==> src/rtl/uart_tx_ctrl.sv <==
// uart_tx_ctrl: UART frame sequencer muxing start, data, parity and stop bits onto TX_OUT
module uart_tx_ctrl #(
  parameter int Data_Width = 8,
  parameter int Cnt_Width  = 3
) (
  input  logic                  clk,
  input  logic                  RST,
  input  logic [Data_Width-1:0] P_Data,
  input  logic                  Data_Valid,
  input  logic                  Par_En,
  input  logic                  Par_Typ,
  input  logic                  Ser_Data,
  input  logic                  Ser_Done,
  output logic                  Ser_En,
  output logic [Data_Width-1:0] P_Data_Hold,
  output logic                  TX_OUT,
  output logic                  Ready,
  output logic                  Busy,
  output logic                  Frame_Err
);
  typedef enum logic [2:0] {IDLE, START, DATA, PARITY, STOP} state_t;
  state_t                r_state, w_next;
  logic [Cnt_Width-1:0]  r_cnt;
  logic [Data_Width-1:0] r_hold;
  logic                  r_par_en, r_par_typ, r_frame_err;
  logic                  w_accept, w_last, w_parity, w_tx;
  assign w_accept = Data_Valid && (r_state == IDLE || r_state == STOP);
  assign w_last   = r_cnt == Cnt_Width'(Data_Width - 1);
  assign w_parity = ^r_hold ^ r_par_typ;
  // The local counter decides when DATA ends; Ser_Done is only cross-checked against it.
  always_ff @(posedge clk or negedge RST) begin
    if (!RST) begin
      r_state     <= IDLE;
      r_cnt       <= '0;
      r_hold      <= '0;
      r_par_en    <= 1'b0;
      r_par_typ   <= 1'b0;
      r_frame_err <= 1'b0;
    end else begin
      r_state     <= w_next;
      r_cnt       <= (r_state == DATA && !w_last) ? r_cnt + Cnt_Width'(1) : '0;
      r_frame_err <= w_accept ? 1'b0 :
                     (r_state == DATA && (Ser_Done != w_last)) ? 1'b1 : r_frame_err;
      if (w_accept) begin
        r_hold    <= P_Data;
        r_par_en  <= Par_En;
        r_par_typ <= Par_Typ;
      end
    end
  end
  always_comb begin
    w_next = r_state;
    w_tx   = 1'b1;
    case (r_state)
      IDLE:    w_next = w_accept ? START : IDLE;
      START:   begin w_next = DATA; w_tx = 1'b0; end
      DATA:    begin w_tx = Ser_Data; if (w_last) w_next = r_par_en ? PARITY : STOP; end
      PARITY:  begin w_next = STOP; w_tx = w_parity; end
      STOP:    w_next = w_accept ? START : IDLE;
      default: w_next = IDLE;
    endcase
  end
  assign TX_OUT      = w_tx;
  assign Ser_En      = r_state == DATA;
  assign Ready       = r_state == IDLE || r_state == STOP;
  assign Busy        = r_state != IDLE;
  assign Frame_Err   = r_frame_err;
  assign P_Data_Hold = r_hold;
endmodule
==> config.mk <==
export PLATFORM = sky130hd
export DESIGN_NAME = uart_tx_ctrl
export DESIGN_NICKNAME = d
export VERILOG_FILES = /design/src/rtl/uart_tx_ctrl.sv
export SDC_FILE = /design/constraint.sdc
export NUM_CORES = 1
export LEC_CHECK = 0
export ABC_CLOCK_PERIOD_IN_PS = 1250
export CORE_ASPECT_RATIO = 1.25
export CORE_UTILIZATION = 39
export CTS_CLUSTER_SIZE = 12
export DETAILED_ROUTE_END_ITERATION = 16
export HOLD_SLACK_MARGIN = 0.02
export PLACE_DENSITY = 0.84
export SKIP_CTS_REPAIR_TIMING = 1
export SYNTH_ARGS = -nofsm -noshare
export SYNTH_HDL_FRONTEND = slang
export SYNTH_SLANG_ARGS = --single-unit
==> constraint.sdc <==
create_clock -name clk -period 1.25 [get_ports clk]
set_input_delay 0.125 -clock clk [delete_from_list [all_inputs] [get_ports clk]]
set_output_delay 0.125 -clock clk [all_outputs]
set_load 0.01 [all_outputs]
Word level (Yosys, flattened, before mapping)
Cells that the tools add are included.

storage, ports and cells
  latch bits = 0
  memory bits (writable) = 0
  word-level logic and storage cells = 33
  register bits after elaboration = 17
  memories kept = 0
  bits in read-only memories = 0
  output and inout port bits = 13
  bits of input ports = 15

operators by class
  reduce and logical (&&, ||, !) cells = 10
  divide/modulo/power cells = 0
  magnitude comparators = 0
  shift-type cells = 0
  multiply operators = 0
  equality and inequality tests = 7
  add/sub/neg operators = 1
  multiplexer cells = 8
  bitwise logic cells = 1

operators with widths
  cell                                                                    number
  3-bit case mux with 4 select lines                                      1
  3-bit two-way mux                                                       3
  8-bit XOR reduction                                                     1
  3-bit by 2-bit equality test with 1-bit output (second input constant)  2
  3-bit equality test (second input constant)                             2
  3-bit by 1-bit adder with 3-bit output (second input constant)          1
  3-bit by 1-bit equality test with 1-bit output (second input constant)  1
  1-bit logical AND                                                       3
  3-bit logical NOT                                                       1
  1-bit two-way mux                                                       3
  1-bit case mux with 3 select lines                                      1
  3-bit nonzero test                                                      1
  2-bit by 1-bit != test with 1-bit output (second input constant)        1
  2-bit nonzero test                                                      1
  2-bit OR reduction                                                      1
  1-bit logical NOT                                                       1
  1-bit logical OR                                                        1
  1-bit != test                                                           1
  1-bit bitwise XOR                                                       1

Logic depth before layout (Yosys ltp)
  depth after elaboration = 5
  gate-level depth with buffers = 5
  depth with buffers taken out = 5

Worst setup path before layout
Ideal clock, no wire load.

  path type = register to output
  from = register r_hold[2] (netlist: P_Data_Hold[2])
  to = output TX_OUT
  slack = -0.123 ns
  cell stages (with the launch flop) = 4
  path buffers = 0
  arrival = 1.248 ns
  path through = dfrtp_1 > xor2_1 > xnor3_1 > o211ai_1

between the ends
  word-level cells in the longest chain between the ends = 3

RTL lines
  element                             RTL line  source
  start, declared                     24        logic [Data_Width-1:0] r_hold;
  start signal, assigned              45        r_hold <= P_Data;
  8-bit XOR reduction                 29        assign w_parity = ^r_hold ^ r_par_typ;
  1-bit bitwise XOR                   29
  1-bit case mux with 3 select lines  54        case (r_state)
  end, declared                       16        output logic TX_OUT,

Every way passes these cells.

Worst setup path after layout
  from = register r_hold[6] (netlist: P_Data_Hold[6])
  to = output TX_OUT

The elaborated chain is that of the path after synthesis.

==> metrics <==
Max-cap violations=0; Final ANT Viol Nets=0; Cell Rows=18; FF+latch count, synth=17; grt ovf=0; vias=about 660; Placed Cells=about 130; Worst Skew=0.00852 ns; R2R Setup Slk=-0.08 ns; Pleak=0.703 nW; Cells after Synth=62; ys async rst share=100%; worst path arrival time=1.62 ns; Power Dens Cells=2630 nW/um^2; Synthesized Nets=79; failing checks=setup timing; Critical Path Slowest Stage Cell=dfrtp_1; register area share after synthesis=52.1%; CTS tree=built; list of most frequent post-synthesis cells=dfrtp_1, mux2_4, a21oi_1, nor2_1; met2 wire length=1060 microns; Yosys warnings=0; H-tree depth=1; Worst Path Buf+Inv=1; worst vdd ir=1.80 mV; CP max stage delay=0.41 ns; Worst-Margin Slew=~0.22 ns; Finished Cell Area=about 1400 sq um; post-route insts no fill=roughly 140; Detailed Route WL=between 1500 and 2000 microns; DR pass1 iterations=4; Max clock buf depth=2; Total Routing Usage GR=between 10% and 20%; ranking of synthesized cells by area=dfrtp_1, mux2_4, mux2_1; Top FF cell, synth=dfrtp_1; status=finished, violations left; endpoints failing setup=15; crit path capture type=primary output; Final min period=1.75 ns; critical-path maximum fanout=2; Die Y=between 50 and 60 microns; First DRT Iteration DRCs=2; clock root cell=clkbuf_4; critical path type=flop to primary output; Antenna diodes=0; layout cells sized above 1=48.7%; most frequent cell after synthesis=dfrtp_1; hpwl dp=1290 microns; final number of max-transition violations=0; Slew headroom=85.4%; largest net degree at the start of global routing=18; highest routed layer=met4; Worst-Skew Late Latency=0.29 ns; Synth area leader=dfrtp_1; DIE WIDTH=about 43 microns; initial core utilization=roughly two fifths; GPL Wtd Cong=0.740; synthesized area=816 sq um; Mapped Avg Cell Area=13.2 sq um; setup ws final=-0.495 ns; # clock sinks=17; final net count=135; Placed Area=1230 sq um; HP Class=input port to async pin; crit path cell chain=xnor2_1 > xnor3_1 > o211ai_1 > buf_2; fmax=around 570 MHz; post-synth top area share=52.1%; vias in the first global route=644; number of synthesized flops with an enable pin=0; M1 WL=~770 microns; met3 WL=45 microns; total CTS buffers=3; Top delay family on crit path=XOR/XNOR gates; core area=between 1500 and 2000 sq um; initial antenna violation count=0; Cell variety after synth=25; first-pass GRT wire length=~2700 microns; CP startpoint kind=flop; DRC Markers=0; io pins=28; unrepaired setup endpoints after global routing=true; Hold Violations, Final=0; synth-to-layout area growth=68.3%; Routed WL per cell=14.0 microns; Die Area=2280 sq um; clock slew at reported path FFs=0.10 ns; port bufs=27; Via density=4.84; Period Utilization, post-route=140%; Crit path required time=1.12 ns
-- layer usage --
layer	GRT usage, %	vias to the layer above
met1	19.2	323
met4	9.38	0
met5	0	-
li1	-	321
met2	27.3	15
met3	1.37	4
-- where the power goes --
| part | internal, mW | leakage [nW] | switching [mW] | total (mW) |
|---|---|---|---|---|
| sequential | 0.797 | 0.209 | 0.188 | 0.985 |
| clock | 0.124 | 0.0150 | 0.174 | 0.298 |
| combinational | 1.48 | 0.479 | 0.845 | 2.32 |
| total | 2.40 | 0.703 | 1.21 | 3.61 |
-- path summary, 6_finish.rpt --
kind | start | to | cells past startpoint
worst min-delay path | RST | P_Data_Hold[4]$_DFFE_PN0P_ | 2
worst min register to register | r_cnt[0]$_DFF_PN0_ | r_cnt[0]$_DFF_PN0_ | 1
worst max register to register | r_state[1]$_DFFE_PN0P_ | P_Data_Hold[7]$_DFFE_PN0P_ | 4
worst max-delay path | P_Data_Hold[6]$_DFFE_PN0P_ | TX_OUT | 4
max in group asynchronous | RST | r_state[0]$_DFFE_PN0P_ | 2
min in group clk | Par_En | r_par_en$_DFFE_PN0P_ | 3
-- logic make-up (layout without fill, tap and decap cells) --
group | after synthesis | in the layout | share of synthesized area, %
flip-flops | 17 | 17 | 52.1
AND/OR/NAND/NOR | 16 | 17 | 12.0
multiplexers | 10 | 10 | 16.4
AO/OA/AOI/OAI | 7 | 7 | 4.91
XOR/XNOR | 7 | 7 | 9.20
buffers and inverters | 3 | 57 | 2.30
adder cells (fa/ha/maj) | 2 | 2 | 3.07
-- cell type report --
cell class / count / area (sq um)
inverter: 2 / 7.51
clock buffer: 4 / 26.3
fill: 143 / 609
timing repair buffer: 51 / 452
sequential: 17 / 427
multi-input combinational: 43 / 435
tap: 20 / 25.0
-- stage by stage --
stage / total power, mW / hold WS [ns] / util (%) / TNS, ns / setup slack [ns]
5_1_grt: 3.85 / 0.145 / 69.3 / -2.36 / -0.587
6_report: 3.61 / 0.134 / 69.3 / -1.54 / -0.495
3_3_place_gp: 2.98 / 0.421 / 61.9 / -2.24 / -0.544
4_1_cts: 3.34 / 0.155 / 63.3 / -5.68 / -0.890
2_1_floorplan: 2.04 / -0.171 / - / -0.654 / -0.108
3_5_place_dp: 3.05 / 0.430 / 61.9 / -2.69 / -0.570
-- registers in the layout (all words and copies together), names as in the netlist --
register,flops
r_par_typ,1
Frame_Err,1
r_state,3
r_cnt,3
P_Data_Hold,8
r_par_en,1
-- cell usage in the layout, fill, tap and decap left out, drive strengths merged, types with 2 or more instances in the layout --
master         count
xor2               3
clkdlybuf4s50     14
dlymetal6s2s       5
nor2               5
clkbuf             9
inv                2
ha                 2
a21oi              4
and2               4
nand2              2
nor3b              2
xnor2              3
mux2               9
buf               27
dfrtp             17
Note: power is estimated with default switching activity, not from simulation.
